### src/rtl/mem_clear_seq_if.sv
// Write port between the clear sequencer and a downstream RAM controller.
interface mem_clear_seq_if #(
  parameter int ADDR_W = 25,
  parameter int DATA_W = 16
);
  logic              wr_req;
  logic [ADDR_W-1:0] wr_addr;
  logic [DATA_W-1:0] wr_data;
  logic              wr_ack;

  modport master (output wr_req, wr_addr, wr_data, input wr_ack);
  modport slave  (input wr_req, wr_addr, wr_data, output wr_ack);
endinterface

### src/rtl/mem_clear_seq.sv
// Clear sequencer: one write per address 0..2^ADDR_W-1, GAP idle cycles after each accepted write.
// Define MEM_CLEAR_PATTERN_EN to write (address ^ FILL) instead of the constant FILL word.
module mem_clear_seq #(
  parameter int                 ADDR_W = 25,
  parameter int                 DATA_W = 16,
  parameter int                 GAP    = 8,
  parameter logic [DATA_W-1:0]  FILL   = '0
) (
  input  logic                  clk_sys,
  input  logic                  reset,
  input  logic                  start,
  input  logic                  pause,
  mem_clear_seq_if.master       wr,
  output logic                  busy,
  output logic                  done,
  output logic [7:0]            pass_cnt
);

  typedef enum logic [1:0] {S_IDLE, S_REQ, S_WAIT, S_DONE} state_t;

  localparam logic [7:0] GAP_LOAD = (GAP > 0) ? 8'(GAP - 1) : 8'd0;

  state_t            state_q;
  logic [ADDR_W-1:0] addr_q;
  logic [ADDR_W-1:0] addr_d;
  logic [7:0]        gap_q;
  logic [7:0]        pass_q;
  logic              req_q;
  logic              busy_q;
  logic              done_q;
  logic              at_last;

  assign addr_d  = addr_q + ADDR_W'(1);
  assign at_last = (addr_q == {ADDR_W{1'b1}});

`ifdef MEM_CLEAR_PATTERN_EN
  logic [DATA_W-1:0] data_q;

  function automatic logic [DATA_W-1:0] pattern(input logic [ADDR_W-1:0] a);
    return DATA_W'(a) ^ FILL;
  endfunction

  assign wr.wr_data = data_q;
`else
  assign wr.wr_data = FILL;
`endif

  always_ff @(posedge clk_sys) begin
    if (reset) begin
      state_q <= S_IDLE;
      addr_q  <= '0;
      gap_q   <= '0;
      pass_q  <= '0;
      req_q   <= 1'b0;
      busy_q  <= 1'b0;
      done_q  <= 1'b0;
`ifdef MEM_CLEAR_PATTERN_EN
      data_q  <= '0;
`endif
    end else begin
      case (state_q)
        S_IDLE, S_DONE: begin
          if (start) begin
            state_q <= S_REQ;
            addr_q  <= '0;
            req_q   <= 1'b1;
            busy_q  <= 1'b1;
            done_q  <= 1'b0;
`ifdef MEM_CLEAR_PATTERN_EN
            data_q  <= pattern('0);
`endif
          end
        end
        S_REQ: begin
          // Request is held regardless of pause until the controller accepts it.
          if (wr.wr_ack) begin
            if (at_last) begin
              state_q <= S_DONE;
              req_q   <= 1'b0;
              busy_q  <= 1'b0;
              done_q  <= 1'b1;
              if (pass_q != 8'hFF) pass_q <= pass_q + 8'd1;
            end else begin
              addr_q <= addr_d;
`ifdef MEM_CLEAR_PATTERN_EN
              data_q <= pattern(addr_d);
`endif
              if (GAP != 0) begin
                state_q <= S_WAIT;
                req_q   <= 1'b0;
                gap_q   <= GAP_LOAD;
              end
            end
          end
        end
        S_WAIT: begin
          if (!pause) begin
            if (gap_q == 8'd0) begin
              state_q <= S_REQ;
              req_q   <= 1'b1;
            end else begin
              gap_q <= gap_q - 8'd1;
            end
          end
        end
        default: begin
          state_q <= S_IDLE;
          req_q   <= 1'b0;
          busy_q  <= 1'b0;
          done_q  <= 1'b0;
        end
      endcase
    end
  end

  assign wr.wr_req  = req_q;
  assign wr.wr_addr = addr_q;
  assign busy       = busy_q;
  assign done       = done_q;
  assign pass_cnt   = pass_q;

endmodule
### src/flat_wrapper.sv
// flat-port wrapper written by rule: the top's interface ports become plain ports
module mem_clear_seq_flat 
#(
  parameter int                 ADDR_W = 25,
  parameter int                 DATA_W = 16,
  parameter int                 GAP    = 8,
  parameter logic [DATA_W-1:0]  FILL   = '0
)
  (clk_sys, reset, start, pause, busy, done, pass_cnt, wr_wr_req, wr_wr_addr, wr_wr_data, wr_wr_ack);
  mem_clear_seq_if #(.ADDR_W(ADDR_W), .DATA_W(DATA_W)) wr_i ();
  input  logic clk_sys;
  input  logic reset;
  input  logic start;
  input  logic pause;
  output logic busy;
  output logic done;
  output logic [7:0] pass_cnt;
  output wire logic [$bits(wr_i.wr_req)-1:0] wr_wr_req;
  output wire logic [$bits(wr_i.wr_addr)-1:0] wr_wr_addr;
  output wire logic [$bits(wr_i.wr_data)-1:0] wr_wr_data;
  input wire logic [$bits(wr_i.wr_ack)-1:0] wr_wr_ack;
  assign wr_wr_req = wr_i.wr_req;
  assign wr_wr_addr = wr_i.wr_addr;
  assign wr_wr_data = wr_i.wr_data;
  assign wr_i.wr_ack = wr_wr_ack;
  mem_clear_seq #(.ADDR_W(ADDR_W), .DATA_W(DATA_W), .GAP(GAP), .FILL(FILL)) u_core (.clk_sys(clk_sys), .reset(reset), .start(start), .pause(pause), .wr(wr_i), .busy(busy), .done(done), .pass_cnt(pass_cnt));
endmodule
### config.mk
export PLATFORM = sky130hd
export DESIGN_NAME = mem_clear_seq_flat
export DESIGN_NICKNAME = d
export VERILOG_FILES = /design/src/rtl/mem_clear_seq_if.sv /design/src/rtl/mem_clear_seq.sv /design/src/flat_wrapper.sv
export SDC_FILE = /design/constraint.sdc
export NUM_CORES = 1
export LEC_CHECK = 0
export ABC_AREA = 1
export ABC_CLOCK_PERIOD_IN_PS = 1800
export CORE_ASPECT_RATIO = 0.5
export CORE_UTILIZATION = 42
export CTS_BUF_LIST = sky130_fd_sc_hd__clkbuf_8
export CTS_CLUSTER_DIAMETER = 150
export CTS_CLUSTER_SIZE = 40
export DETAILED_ROUTE_END_ITERATION = 10
export GPL_ROUTABILITY_DRIVEN = 0
export PLACE_DENSITY = 0.71
export SLEW_MARGIN = 20
export SYNTH_ARGS = -nofsm -noshare
export SYNTH_HDL_FRONTEND = slang
export SYNTH_SLANG_ARGS = --single-unit
### constraint.sdc
create_clock -name clk_sys -period 1.8 [get_ports clk_sys]
set_clock_uncertainty 0.05 [all_clocks]
set_input_delay 0.36 -clock clk_sys [delete_from_list [all_inputs] [get_ports clk_sys]]
set_output_delay 0.36 -clock clk_sys [all_outputs]
set_load 0.005 [all_outputs]
Yosys cells after proc, flatten, opt, wreduce, memory -nomap -nowiden
Index checks and enable logic that the tools add are counted.

Register bits after elaboration: 46. Input bits: 5. Output and inout port bits: 52. Logic and storage cells: 59.

Add/sub/neg operators: 3. Equality and inequality tests: 12. Multiplexer cells: 27. Reduce and logical (&&, ||, !) cells: 10.

Operator list (number): $mux W25 (3); $pmux W25 S2 (1); $mux W8 (4); $add A25 B1 Y25 const B (1); $eq A25 B25 Y1 const B (1); $pmux W8 S2 (1); $reduce_and A4 Y1 (4); $mux W1 (10); $ne A2 B2 Y1 const B (5); $add A8 B1 Y8 const B (1); $logic_not A8 Y1 (1); $mux W2 (4); $ne A8 B8 Y1 const B (1); $sub A8 B1 Y8 const B (1); $pmux W2 S3 (1); $reduce_and A5 Y1 (1); $eq A2 B2 Y1 const B (2); $ne A2 B1 Y1 const B (2); $pmux W1 S2 (2); $reduce_bool A2 Y1 (2); $pmux W1 S3 (1); $eq A2 B1 Y1 const B (1); $logic_not A2 Y1 (1); $reduce_or A2 Y1 (1).

Logic depth before layout (Yosys ltp)
Depth in word-level cells: 4. Gate-level depth with buffers: 12. Mapped depth without buffers: 11.

Worst setup path after synthesis
Ideal clock, no wire load.

Path type: reg-to-reg. From: register u_core.state_q[1]. To: register u_core.addr_q[9], in the netlist u_core.wr.wr_addr[9]. Setup time: 113 ps. Arrival: 1550 ps. Required time: 1637 ps. Path slack: 87 ps. Cell stages (with the launch flop): 11. Buffers on the path: 1. Clock period less this slack: 1713 ps. Cell sequence: dfxtp_1 inv_1 ha_1 inv_1 or2_1 o21ai_2 nor2_2 buf_2 nand3_1 nor2_1 nor2_1.

Longest elaborated chain between the ends: 4. Elaborated cells between the ends (all ways): 10. Classes of those cells: eq/ne: 5; mux: 1; reduce/logical: 4.

RTL lines: from (decl) (line mem_clear_seq.sv:23) `state_t state_q;`; from (signal assigned) (line mem_clear_seq.sv:50) `state_q <= S_IDLE;`; from (signal assigned) (line mem_clear_seq.sv:64) `state_q <= S_REQ;`; from (signal assigned) (line mem_clear_seq.sv:78) `state_q <= S_DONE;`; $eq A2 B2 Y1 / $logic_not A2 Y1 (equally long branches) (line mem_clear_seq.sv:61) `case (state_q)`; $reduce_or A2 Y1 (line mem_clear_seq.sv:61); $ne A2 B2 Y1 (no source line) / $reduce_bool A2 Y1 (equally long branches); $reduce_and A4 Y1 (no source line); to (signal assigned) (line mem_clear_seq.sv:84) `addr_q <= addr_d;`; to (decl) (line mem_clear_seq.sv:24) `logic [ADDR_W-1:0] addr_q;`.

Parallel ways exist; a longest one is shown, timed or not. A chain may end at the register's enable or synchronous reset.

Final worst setup path
From: register u_core.addr_q[5], in the netlist u_core.wr.wr_addr[5]. To: output wr_wr_addr[5].

RTL lines: to (decl) (line flat_wrapper.sv:19) `output wire logic [$bits(wr_i.wr_addr)-1:0] wr_wr_addr;`.

No word-level cell between the ends.

==> impl_metrics.toml <==
[synthesis]
synth-main-ff-cell = "dfxtp_1"
synth-edff-count = 0
synth_top_family_by_area = "simple AND/OR/NAND/NOR gates"
synth-adder-area-share_pct = 2.96
yosys_warnings = 0
synth_cell_type_count = 33
syn-instance-count = 466
ys_ff_latch = 46
muxShareOfSynthArea_pct = 0
yosys.area_share.simple_pct = 40.9
async_flop_share_pct = 0
syn_area_um2 = 2960
postSynthAreaPerCell_um2 = 6.35
synth-compound-area-share_pct = 8.41
ys_seq_area_share_pct = 31.1
synthXorXnorAreaFrac_pct = 3.85

[worst_setup_path]
crit_type = "flop to output pin"
worst_ep_required_time_ns = 1.39
critPathLaunchType = "flop"
crit_path_cell_trace = "buf_4 -> clkdlybuf4s50_1"
cp_max_fo = 4
crit_arrival_ns = 1.33
cpPeakStageDelay_ns = 0.49
crit_path_end_kind = "output pin"
cp_slowest_cell = "clkdlybuf4s50_1"

[power_and_ir_drop]
ir_drop_mv = 0.427
power.leakage_uw = 0.00172
seqPwrFrac_pct = 33.7
p_sw_share_pct = 41.0
total_power_uw = 3490
p_per_area_nw_per_um2 = 889
pwr-share-comb_pct = 47.0
switching_power_uw = 1430
intPower_uw = 2060
power_frac_clock_pct = 19.4

[sta]
max_freq_ghz = 0.575
finalWorstSetupSlack_ns = 0.0600
fin_crit_sh_pct = 96.7
setup-tns-final_ns = 0
drv_slew = 0
min_period_ns = 1.74
hold_ws_ns = 0.417
setup_viol = 0
hold_violations = 0

[worst_hold_path]
hold_path_class = "flop to flop"

[status]
status = "complete, no violations"

[routing]
drtAntennaViolNets = 0
drc = 0
first_pass_iters = 4
wl_per_cell_um = 11.9
via_count = 3063
vias_per_cell = 4.79
drt-initial-drc-count = 228
wirelength_mm = 7.59

[final_layout]
fillCellCount = 651
finalNetCount = 559
postLayoutCellArea_um2 = 3930
layout_common_cells = "nand2_1 (129), nor2_1 (58), inv_1 (45)"
area_growth_syn_to_layout_pct = 32.8
diodes = 0
layout_commonest_cell = "nand2_1"
drive_above_1_share_pct = 18.2

[global_route]
grt_pass1_vias = 2672
overflow = 0
grt_pass1_wl_mm = 12.0
grt_usage_pct = 20.8
grt_max_degree = 16
antenna_found_initial = 0

[floorplanning]
start_util_pct = 43.8
core-area_um2 = 6750
io_pins = 57
num_rows = 21
dieHeight_um = 61.4
die_w_um = 121
die-area_um2 = 7410

[cts]
clk_pin_slew_ns = 0.09
htreeDepth = 2
cts_tree = "built"
cts_hold_buf = 0
cts.sinks = 46
cts_buffers = 5
clock-root-buffer = "clkbuf_8"
clock_path_buffers = 2
insertion_delay_ns = 0.31

[placement]
pre_cts_slack_ns = -0.176
dp_hpwl_mm = 5.69
port_buffers = 40
place_area_um2 = 3700

[flow_run]
maxCapViolations = 0
==> path summary, 6_finish.rpt <==
kind / from / end / slack [ns] / depth (start not counted)
worst max-delay path: u_core.wr.wr_addr[5] / wr_wr_addr[5] / 0.06 / 2
worst min-delay path: u_core.done / u_core.done / 0.42 / 2
worst max register to register: u_core.state_q[0] / u_core.wr.wr_addr[21] / 0.11 / 10
worst min register to register: u_core.done / u_core.done / 0.42 / 2
==> cell type report <==
class	count	area (um2)	share of cell area, %
clock inverters	2	12.5	0.318
repair buffers	85	758	19.3
multi-input cells	356	1830	46.5
well taps	92	115	2.93
flip-flops and latches	46	930	23.7
clock buffers	6	82.6	2.10
inverters	53	205	5.22
==> state kept, by name (all words and copies together) (netlist names) <==
register,count
u_core.busy,1
u_core.wr.wr_addr,25
u_core.wr.wr_req,1
u_core.pass_cnt,8
u_core.gap_q,8
u_core.state_q,2
u_core.done,1
==> kinds of logic after synthesis <==
family                   Yosys count
buffers and inverters             79
XOR/XNOR                          13
adder cells (fa/ha/maj)            7
other                              1
AO/OA/AOI/OAI                     48
AND/OR/NAND/NOR                  272
flip-flops                        46
==> critical path, delay by kind of cell, from the launching register on <==
family                 cells  cell delay (ns)
buffers and inverters      2             0.64
DFF                        1             0.38
==> cell usage after synthesis (2+ instances only) <==
master / number / share of area [%]
inv_2: 2 / 0.25
buf_4: 16 / 4.1
nand2_1: 133 / 17
clkbuf_1: 6 / 0.76
nor2_4: 4 / 1.5
dfxtp_1: 46 / 31
nor3_1: 7 / 1.2
xnor2_1: 4 / 1.2
a21oi_1: 33 / 5.6
buf_6: 2 / 0.76
ha_1: 7 / 3.0
xor2_1: 9 / 2.7
nor2_2: 4 / 0.85
o21ai_0: 11 / 1.9
nand2_2: 5 / 1.1
nand3_1: 41 / 6.9
inv_1: 51 / 6.5
nor2_1: 61 / 7.7
nand4_1: 10 / 2.1
==> power groups by stage <==
stage | Sequential [uW] | Combinational, uW | Clock [uW]
detailed placement | 1180 | 1460 | 0
finish | 1180 | 1640 | 676
global placement | 1180 | 1440 | 0
CTS | 1160 | 1500 | 703
global route | 1180 | 1820 | 750
floorplan | 1180 | 986 | 0
==> through the flow <==
step           std cells  utilization (%)
2_1_floorplan        481                -
3_3_place_gp         631             54.8
3_5_place_dp         631             54.8
4_1_cts              639             56.5
5_1_grt              640             58.2
6_report             640             58.2
==> metal layers <==
metal	vias up	track usage [%]	wire length, um
met5	-	0	0
met4	0	5.47	83
met3	9	4.26	347
met2	86	36.4	3490
met1	1367	27.0	3660
li1	1601	-	-
==> what timing repair did <==
action | 4_1_cts | 5_1_grt
setup buffers | 0 | 1
setup endpoints to repair | 7 | 33
pin swaps | 0 | 7
gates resized for setup | 4 | 37
Power figures use the tool's default switching activity.
